**src/rtl/fetch_ctrl.sv**
```systemverilog
// Instruction-fetch sequencer: owns the fetch PC, issues one imem request at a time,
// applies branch redirects and stalls, and hands fetched words to decode over valid/ready.
module fetch_ctrl #(
    parameter logic [31:0] RESET_PC = 32'h0000_0000
) (
    input  logic        clk,
    input  logic        rst,
    input  logic        br_taken,
    input  logic [31:0] br_target,
    input  logic        stall,
    output logic        imem_req,
    output logic [31:0] imem_addr,
    input  logic        imem_gnt,
    input  logic        imem_rvalid,
    input  logic [31:0] imem_rdata,
    output logic        if_valid,
    output logic [31:0] if_pc,
    output logic [31:0] if_inst,
    input  logic        if_ready,
    output logic [31:0] pc
);

    typedef enum logic [1:0] {
        S_REQ   = 2'd0,
        S_WAIT  = 2'd1,
        S_DRAIN = 2'd2,
        S_HOLD  = 2'd3
    } state_t;

    function automatic logic [31:0] align4(input logic [31:0] a);
        return a & 32'hFFFF_FFFC;
    endfunction

    state_t      r_state;
    state_t      w_state_nxt;
    logic [31:0] r_pc;
    logic [31:0] w_pc_nxt;
    logic        r_if_valid;
    logic        w_if_valid_nxt;
    logic [31:0] r_if_pc;
    logic [31:0] w_if_pc_nxt;
    logic [31:0] r_if_inst;
    logic [31:0] w_if_inst_nxt;
    logic        w_req;
    logic [31:0] w_tgt;

    assign w_tgt = align4(br_target);

    always_ff @(posedge clk) begin
        if (rst) begin
            r_state    <= S_REQ;
            r_pc       <= RESET_PC;
            r_if_valid <= 1'b0;
            r_if_pc    <= '0;
            r_if_inst  <= '0;
        end else begin
            r_state    <= w_state_nxt;
            r_pc       <= w_pc_nxt;
            r_if_valid <= w_if_valid_nxt;
            r_if_pc    <= w_if_pc_nxt;
            r_if_inst  <= w_if_inst_nxt;
        end
    end

    // A redirect always wins; a granted-but-killed request must still be drained
    // so its response is never mistaken for the redirect target's instruction.
    always_comb begin
        w_state_nxt    = r_state;
        w_pc_nxt       = r_pc;
        w_if_valid_nxt = r_if_valid;
        w_if_pc_nxt    = r_if_pc;
        w_if_inst_nxt  = r_if_inst;
        w_req          = 1'b0;
        case (r_state)
            S_REQ: begin
                w_req = !stall && !rst;
                if (br_taken) begin
                    w_pc_nxt = w_tgt;
                    if (w_req && imem_gnt) begin
                        w_state_nxt = S_DRAIN;
                    end
                end else if (w_req && imem_gnt) begin
                    w_state_nxt = S_WAIT;
                end
            end
            S_WAIT: begin
                if (br_taken) begin
                    w_pc_nxt    = w_tgt;
                    w_state_nxt = imem_rvalid ? S_REQ : S_DRAIN;
                end else if (imem_rvalid) begin
                    w_if_inst_nxt  = imem_rdata;
                    w_if_pc_nxt    = r_pc;
                    w_if_valid_nxt = 1'b1;
                    w_pc_nxt       = r_pc + 32'd4;
                    w_state_nxt    = S_HOLD;
                end
            end
            S_DRAIN: begin
                if (br_taken) begin
                    w_pc_nxt = w_tgt;
                end
                if (imem_rvalid) begin
                    w_state_nxt = S_REQ;
                end
            end
            S_HOLD: begin
                if (br_taken) begin
                    w_pc_nxt       = w_tgt;
                    w_if_valid_nxt = 1'b0;
                    w_state_nxt    = S_REQ;
                end else if (r_if_valid && if_ready) begin
                    w_if_valid_nxt = 1'b0;
                    w_state_nxt    = S_REQ;
                end
            end
            default: begin
                w_state_nxt = S_REQ;
            end
        endcase
    end

    assign imem_req  = w_req;
    assign imem_addr = r_pc;
    assign pc        = r_pc;
    assign if_valid  = r_if_valid;
    assign if_pc     = r_if_pc;
    assign if_inst   = r_if_inst;

endmodule

```
**config.mk**
```make
export PLATFORM = sky130hd
export DESIGN_NAME = fetch_ctrl
export DESIGN_NICKNAME = d
export VERILOG_FILES = /design/src/rtl/fetch_ctrl.sv
export SDC_FILE = /design/constraint.sdc
export NUM_CORES = 1
export LEC_CHECK = 0
export ABC_CLOCK_PERIOD_IN_PS = 3800
export CAP_MARGIN = 5
export CORE_UTILIZATION = 46
export DETAILED_ROUTE_END_ITERATION = 10
export PLACE_DENSITY = 0.87
export REMOVE_ABC_BUFFERS = 1
export SETUP_SLACK_MARGIN = 0.3
export SYNTH_ARGS = -nofsm -noshare
export SYNTH_HDL_FRONTEND = slang
export SYNTH_SLANG_ARGS = --single-unit
```
**constraint.sdc**
```tcl
create_clock -name clk -period 3.8 [get_ports clk]
set_input_delay 0.38 -clock clk [delete_from_list [all_inputs] [get_ports clk]]
set_output_delay 0.38 -clock clk [all_outputs]
set_load 0.02 [all_outputs]
```
==> summary.txt, run 1 <==
First-pass GRT wire length: 20.6 mm
Hold path depth: 2
Final clock skew: 0.0123 ns
Number of antenna violations at the first check in global routing: 0
Share of the synthesized area in the top cell type: 41.7%
Commonest cells in the netlist: nand2_1 (141), dfxtp_1 (95), a21oi_1 (79)
Placed Instances: 824
Least-Margin Pin Slew: 0.804 ns
Critical Path RT: 4.09 ns
I/O Pins: 201
Total gr overflow: 0
RSZ-0062 raised after global routing: false
CP Launch Type: input pin
Placement row count: 35
Post-Syn Area: 0.00456 mm^2
Initial Util: 48.5%
Sequential fraction of the synthesis area: 41.7%
Cell internal pwr: 1450 uW
Die Y: 102 um
Yosys cell types: 62
Core Region: 0.00942 mm^2
LEAKAGE: 0.00211 uW
TritonCTS buffer count: 9
Peak supply drop: 0.160 mV
Post-synth EDFFs: 0
Syn_area_per_cell: 8.02 um^2
Top cells by area, synth: dfxtp_1 (42%), nand2_1 (12%), a21oi_1 (8.7%)
Final Util: 67.7%
Setup violators final: 0
Post-CTS Setup Bufs: 0
Worst setup EP type: flop
Critical path type: in2reg
Die area: 0.0103 mm^2
Largest net degree at the start of global routing: 49
Synthesized instance count: 569
Final Critical Period: 2.65 ns
Non-Filler Instances: 840
MaxCap Viol Count: 0
Routed wire length per instance: 15.4 um
IO Port Bufs: 192
Clock Tree Buf Depth: 2
DP Area: 0.00620 mm^2
Clk pwr share: 30.0%
Final WL: 13.0 mm
Post-route ant nets: 0
Fin area: 0.00637 mm^2
Number of H-tree levels: 3
Final hold vios: 0
YS warnings: 0
Setup_tns: 0 ns
Vias in the first global route: 4233
Combinational power share: 17.2%
Slew headroom: 45.9%
Post-synth ARST share: 0%
Seq pwr share: 52.8%
Clock tree root buffer cell: clkbuf_8
HP Class: reg2reg
First-pass DRT Iterations: 5
GRT Util Overall: 25.1%
CP max FO: 43
Clk_lat worst skew: 0.36 ns
Worst-case reg-to-reg path depth: 5
Worst endpoint data arrival time: 2.94 ns
TritonCTS Sinks: 95
Main synth FF type: dfxtp_1
Vias per std cell: 5.44
Tcrit/Tclk final: 69.9%
ANT cells: 0
Nets@finish: 778
Area Overhead vs Synth: 39.7%
DP Wirelength: 9.12 mm
Width of the die: 102 um
Pwr dens: 321 mW/mm^2
Outcome: complete, no violations
CTS tree: built
Switching share of power: 29.0%
Flops & latches, synth: 95
Via count: 4567
Remaining DRCs: 0
Final GP Congestion: 0.838
Most frequent cell after synthesis: nand2_1
Iteration-0 DRC Markers: 202
Layout cells sized above 1: 5.20%
Reg clk slew, reported paths: 0.10 ns
Max-slew violation count: 0
Post-CTS Resized: 0
Sw Pwr: 592 uW
Hold_buf cts: 0
Fmax achieved: 377 MHz
Yosys top cell by area: dfxtp_1
## cells in the final DEF, fill, tap and decap left out, types with 2 or more instances in the layout
cell type,n
or4_1,6
nor3_1,8
nand3_1,10
mux2i_1,2
nand2b_1,3
nand2_1,140
a21oi_1,79
a21boi_0,2
and3_1,3
o22ai_1,2
clkbuf_8,9
clkdlybuf4s50_1,191
xnor2_1,4
o311ai_0,2
a211oi_1,6
or3_1,5
mux2_2,2
conb_1,6
o21a_1,2
a221oi_1,2
o221a_2,2
clkinv_4,3
and4_2,2
o31ai_1,4
and4_1,5
nand3b_1,2
a31oi_1,3
dfxtp_1,95
nand4_1,10
o21ai_0,21
buf_4,5
nor3b_1,2
nor4_1,7
xor2_1,2
clkbuf_1,2
inv_1,10
a311oi_1,8
nand4_4,2
nor2_1,15
## logic make-up after synthesis
logic type	count (synthesis)	synth area share (%)
AOI/OAI and AO/OA	143	18.7
xor gates and xnor gates	6	1.15
buffers and inverters	86	11.9
other	1	0.0822
DFF	95	41.7
muxes	4	0.933
and+or+nand+nor	233	25.2
adders and majority gates	1	0.274
## critical path, stage by stage
cell and delay (ns):
clkdlybuf4s50_1 0.59, nand3b_1 0.52, nor2_4 0.61, buf_4 0.49
nand2_1 0.12, a21oi_1 0.16
## area by class of cell
| cell class | count | area (um^2) |
|---|---|---|
| clock buffers | 11 | 131 |
| clock inverters | 5 | 42.5 |
| fillers | 776 | 3040 |
| inverters | 10 | 37.5 |
| multi-input cells | 393 | 2140 |
| flip-flops and latches | 95 | 1900 |
| well taps | 129 | 161 |
| repair buffers | 197 | 1950 |
## worst paths after layout
| kind | startpoint | endpoint | slack [ns] |
|---|---|---|---|
| max | imem_rvalid | if_inst[14] | 1.15 |
| max reg2reg | r_state[0] | if_inst[14] | 1.20 |
| min | if_pc[13] | if_pc[13] | 0.46 |
| min reg2reg | if_pc[13] | if_pc[13] | 0.46 |
## per-layer routing
layer	wire, um	vias to the layer above	global-route usage, %
met5	0	-	0
met3	1080	23	4.97
met4	200	0	8.47
met1	5420	2097	31.6
met2	6250	223	42.8
li1	-	2224	-
## sequential cells by signal (all words and copies together) (netlist names)
| register | flops |
|---|---|
| if_inst | 32 |
| if_pc | 30 |
| imem_addr | 30 |
| r_state | 2 |
| if_valid | 1 |
## power groups by stage
stage | logic [uW] | clock network (uW) | registers [uW]
floorplan | 79.2 | 0 | 1150
global placement | 344 | 0 | 1100
detailed placement | 350 | 0 | 1100
CTS | 352 | 628 | 1080
global route | 375 | 668 | 1090
finish | 351 | 613 | 1080
## metrics by stage
stage | hold WS [ns] | power [uW] | setup slack, ns
2_1_floorplan | 0.449 | 1230 | 1.12
3_3_place_gp | 0.441 | 1440 | 0.867
3_5_place_dp | 0.446 | 1450 | 0.748
4_1_cts | 0.459 | 2060 | 1.14
5_1_grt | 0.474 | 2130 | 0.929
6_report | 0.455 | 2040 | 1.15
No activity file was read; power rests on OpenSTA's default activity.
==> inputs of run 2 (changes only) <==
ABC_CLOCK_PERIOD_IN_PS = 2100   (was 3800)
CORE_UTILIZATION = 38   (was 46)
PLACE_DENSITY = 0.77   (was 0.87)
clock period = 2.1 ns   (was 3.8 ns; I/O delays follow)
==> run 2 against run 1 <==
  * The flow now finishes with violations (design-rule violations)
  * Hold slack got worse by 0.11 ns
  * Wire length rose by 8.2%
  * Clock skew is 0.0018 ns lower
  * Register-to-register slack worse by 0.86 ns
  * Count of clock-buffer cells in the layout rose by 1
  * Non-clock buffer count rose by 46
  * Sequential cell count unchanged
==> summary.txt, run 2 (synthesis results as in run 1) <==
Outcome: complete, but fails checks
Violations in the final reports: design-rule violations
FILL cells: 1031 (+33%)
Critical Path RT: 2.33 ns (-1.76 ns)
Largest net degree at the start of global routing: 42 (-14%)
Width of the die: 112 um (+9.8%)
Non-Filler Instances: 899 (+7.0%)
First-pass GRT wire length: 22.8 mm (+11%)
Hold path depth: 2 (unchanged)
Least-Margin Pin Slew: 0.530 ns (-0.274 ns)
Pwr dens: 633 mW/mm^2 (+97%)
Number of H-tree levels: 3 (unchanged)
Max-slew violation count: 0 (unchanged)
LEAKAGE: 0.00243 uW (+15%)
Placement row count: 39 (+11%)
Setup_tns: 0 ns (unchanged)
Largest register FFs: 32 (unchanged)
Worst-case reg-to-reg path depth: 5 (unchanged)
CP Launch Type: flop
Clk_lat worst skew: 0.34 ns (-0.02 ns)
MaxCap Viol Count: 0 (unchanged)
Vias in the first global route: 4656 (+10%)
Initial Util: 39.4% (-9.0 points)
ANT cells: 0 (unchanged)
RR Endpoint: imem_addr[27]
TritonCTS Sinks: 95 (unchanged)
Area Overhead vs Synth: 52.6%
Hold_buf cts: 0 (unchanged)
Reg2Reg Setup Slack: 0.34 ns (-0.86 ns)
Final Util: 60.2% (-7.5 points)
Vias per std cell: 5.26 (-3.3%)
Final GP Congestion: 0.880 (+5.0%)
Clock tree root buffer cell: clkbuf_16
Worst setup EP type: flop
Reg clk slew, reported paths: 0.06 ns (-0.04 ns)
I/O Pins: 201 (unchanged)
Final Critical Period: 1.76 ns
Remaining DRCs: 18 (+18)
Nets@finish: 824 (+5.9%)
Number of antenna violations at the first check in global routing: 0 (unchanged)
Commonest non-fill, non-tap cells in the layout: clkdlybuf4s50_1 (189), nand2_1 (140), dfxtp_1 (87)
Final clock skew: 0.0105 ns (-0.00184 ns)
Total gr overflow: 0 (unchanged)
First-pass DRT Iterations: 9 (+4)
Worst-case hold slack: 0.344 ns (-0.111 ns)
Commonest non-fill, non-tap cell in the layout: clkdlybuf4s50_1
GRT Util Overall: 22.5% (-2.6 points)
Fmax achieved: 569 MHz
CP max FO: 9 (-79%)
Routed wire length per instance: 15.6 um (+1.1%)
CTS tree: built
DP Wirelength: 10.3 mm (+13%)
Layout cells sized above 1: 13.0% (+7.8 points)
Final WL: 14.0 mm (+8.2%)
Clock Tree Buf Depth: 2 (unchanged)
Tcrit/Tclk final: 83.6%
Worst endpoint data arrival time: 1.98 ns (-0.96 ns)
Slew headroom: 64.6% (+19 points)
Die Y: 112 um (+9.8%)
HP Class: in2reg
Hold Path End: if_valid
Placed Instances: 879 (+6.7%)
Iteration-0 DRC Markers: 445 (+120%)
Critical path type: reg2reg
IO Port Bufs: 192 (unchanged)
Final hold vios: 0 (unchanged)
Setup violators final: 0 (unchanged)
RSZ-0062 raised after global routing: true
Via count: 4726 (+3.5%)
Reg2reg start: imem_addr[2]
Hold path startpoint: rst
Post-route ant nets: 0 (unchanged)
Die area: 0.0124 mm^2 (+21%)
Peak supply drop: 0.319 mV (+100%)
TritonCTS buffer count: 9 (unchanged)
Core Region: 0.0116 mm^2 (+23%)
## run 2: cell types whose count changed in the layout (fill, tap and decap cells not counted), sizes merged, moves of 2 or more
| cell | change |
|---|---|
| buf | +46 |
| dlygate4sd2 | +2 |
| clkinv | -3 |
| bufinv | +2 |
| clkdlybuf4s50 | -2 |
## run 2: how the worst max path moves through the flow
stage,to,slack [ns],startpoint
after floorplan,imem_addr[11],-0.58,r_state[0]
after global placement,imem_addr[27],0.13,imem_rvalid
after detailed placement,imem_addr[15],0.05,imem_rvalid
after CTS,imem_addr[26],0.29,imem_addr[2]
after global routing,imem_addr[27],0.30,imem_addr[2]
final,imem_addr[27],0.34,imem_addr[2]
## run 2: through the flow
stage	power, uW	setup slack (ns)	cell area, um^2
3_3_place_gp	2680	0.126	6550
4_1_cts	4440	0.290	6890
3_5_place_dp	2690	0.0507	6550
2_1_floorplan	2220	-0.581	4070
6_report	4410	0.344	6960
5_1_grt	4580	0.301	6960
## run 2: layout make-up
| class | instances | area (um^2) | area share (%) |
|---|---|---|---|
| Clock inverter | 3 | 67.6 | 0.971 |
| Inverter | 10 | 37.5 | 0.539 |
| Tap cell | 143 | 179 | 2.57 |
| Sequential cell | 95 | 1910 | 27.5 |
| Multi-Input combinational cell | 393 | 2190 | 31.5 |
| Timing Repair Buffer | 243 | 2330 | 33.4 |
| Clock buffer | 12 | 246 | 3.54 |
## run 2: power by group
group	switching [uW]	leakage, uW	internal (uW)
Sequential	55.7	0.000776	1860
Clock	669	0.000149	1070
Combinational	371	0.00151	383
## run 2: per-layer routing
metal  share of wire (%)  track usage, %  vias to the layer above
met4                 1.9            7.66                        0
met5                   0               0                        -
met3                 7.4            4.35                       20
li1                    -               -                     2316
met1                  43            28.0                     2179
met2                  48            39.0                      211
## run 2: critical path: stages, from the launching register on
cell	delay, ns
dfxtp_2	0.36
buf_4	0.16
and4_4	0.28
nand3_4	0.14
or4_1	0.42
a211o_1	0.29
## run 2: timing repair
action | CTS | global route
gates resized for setup | 11 | 13
buffers inserted | 2 | 3
pin swaps | 1 | 1
setup endpoints to repair | 20 | 69
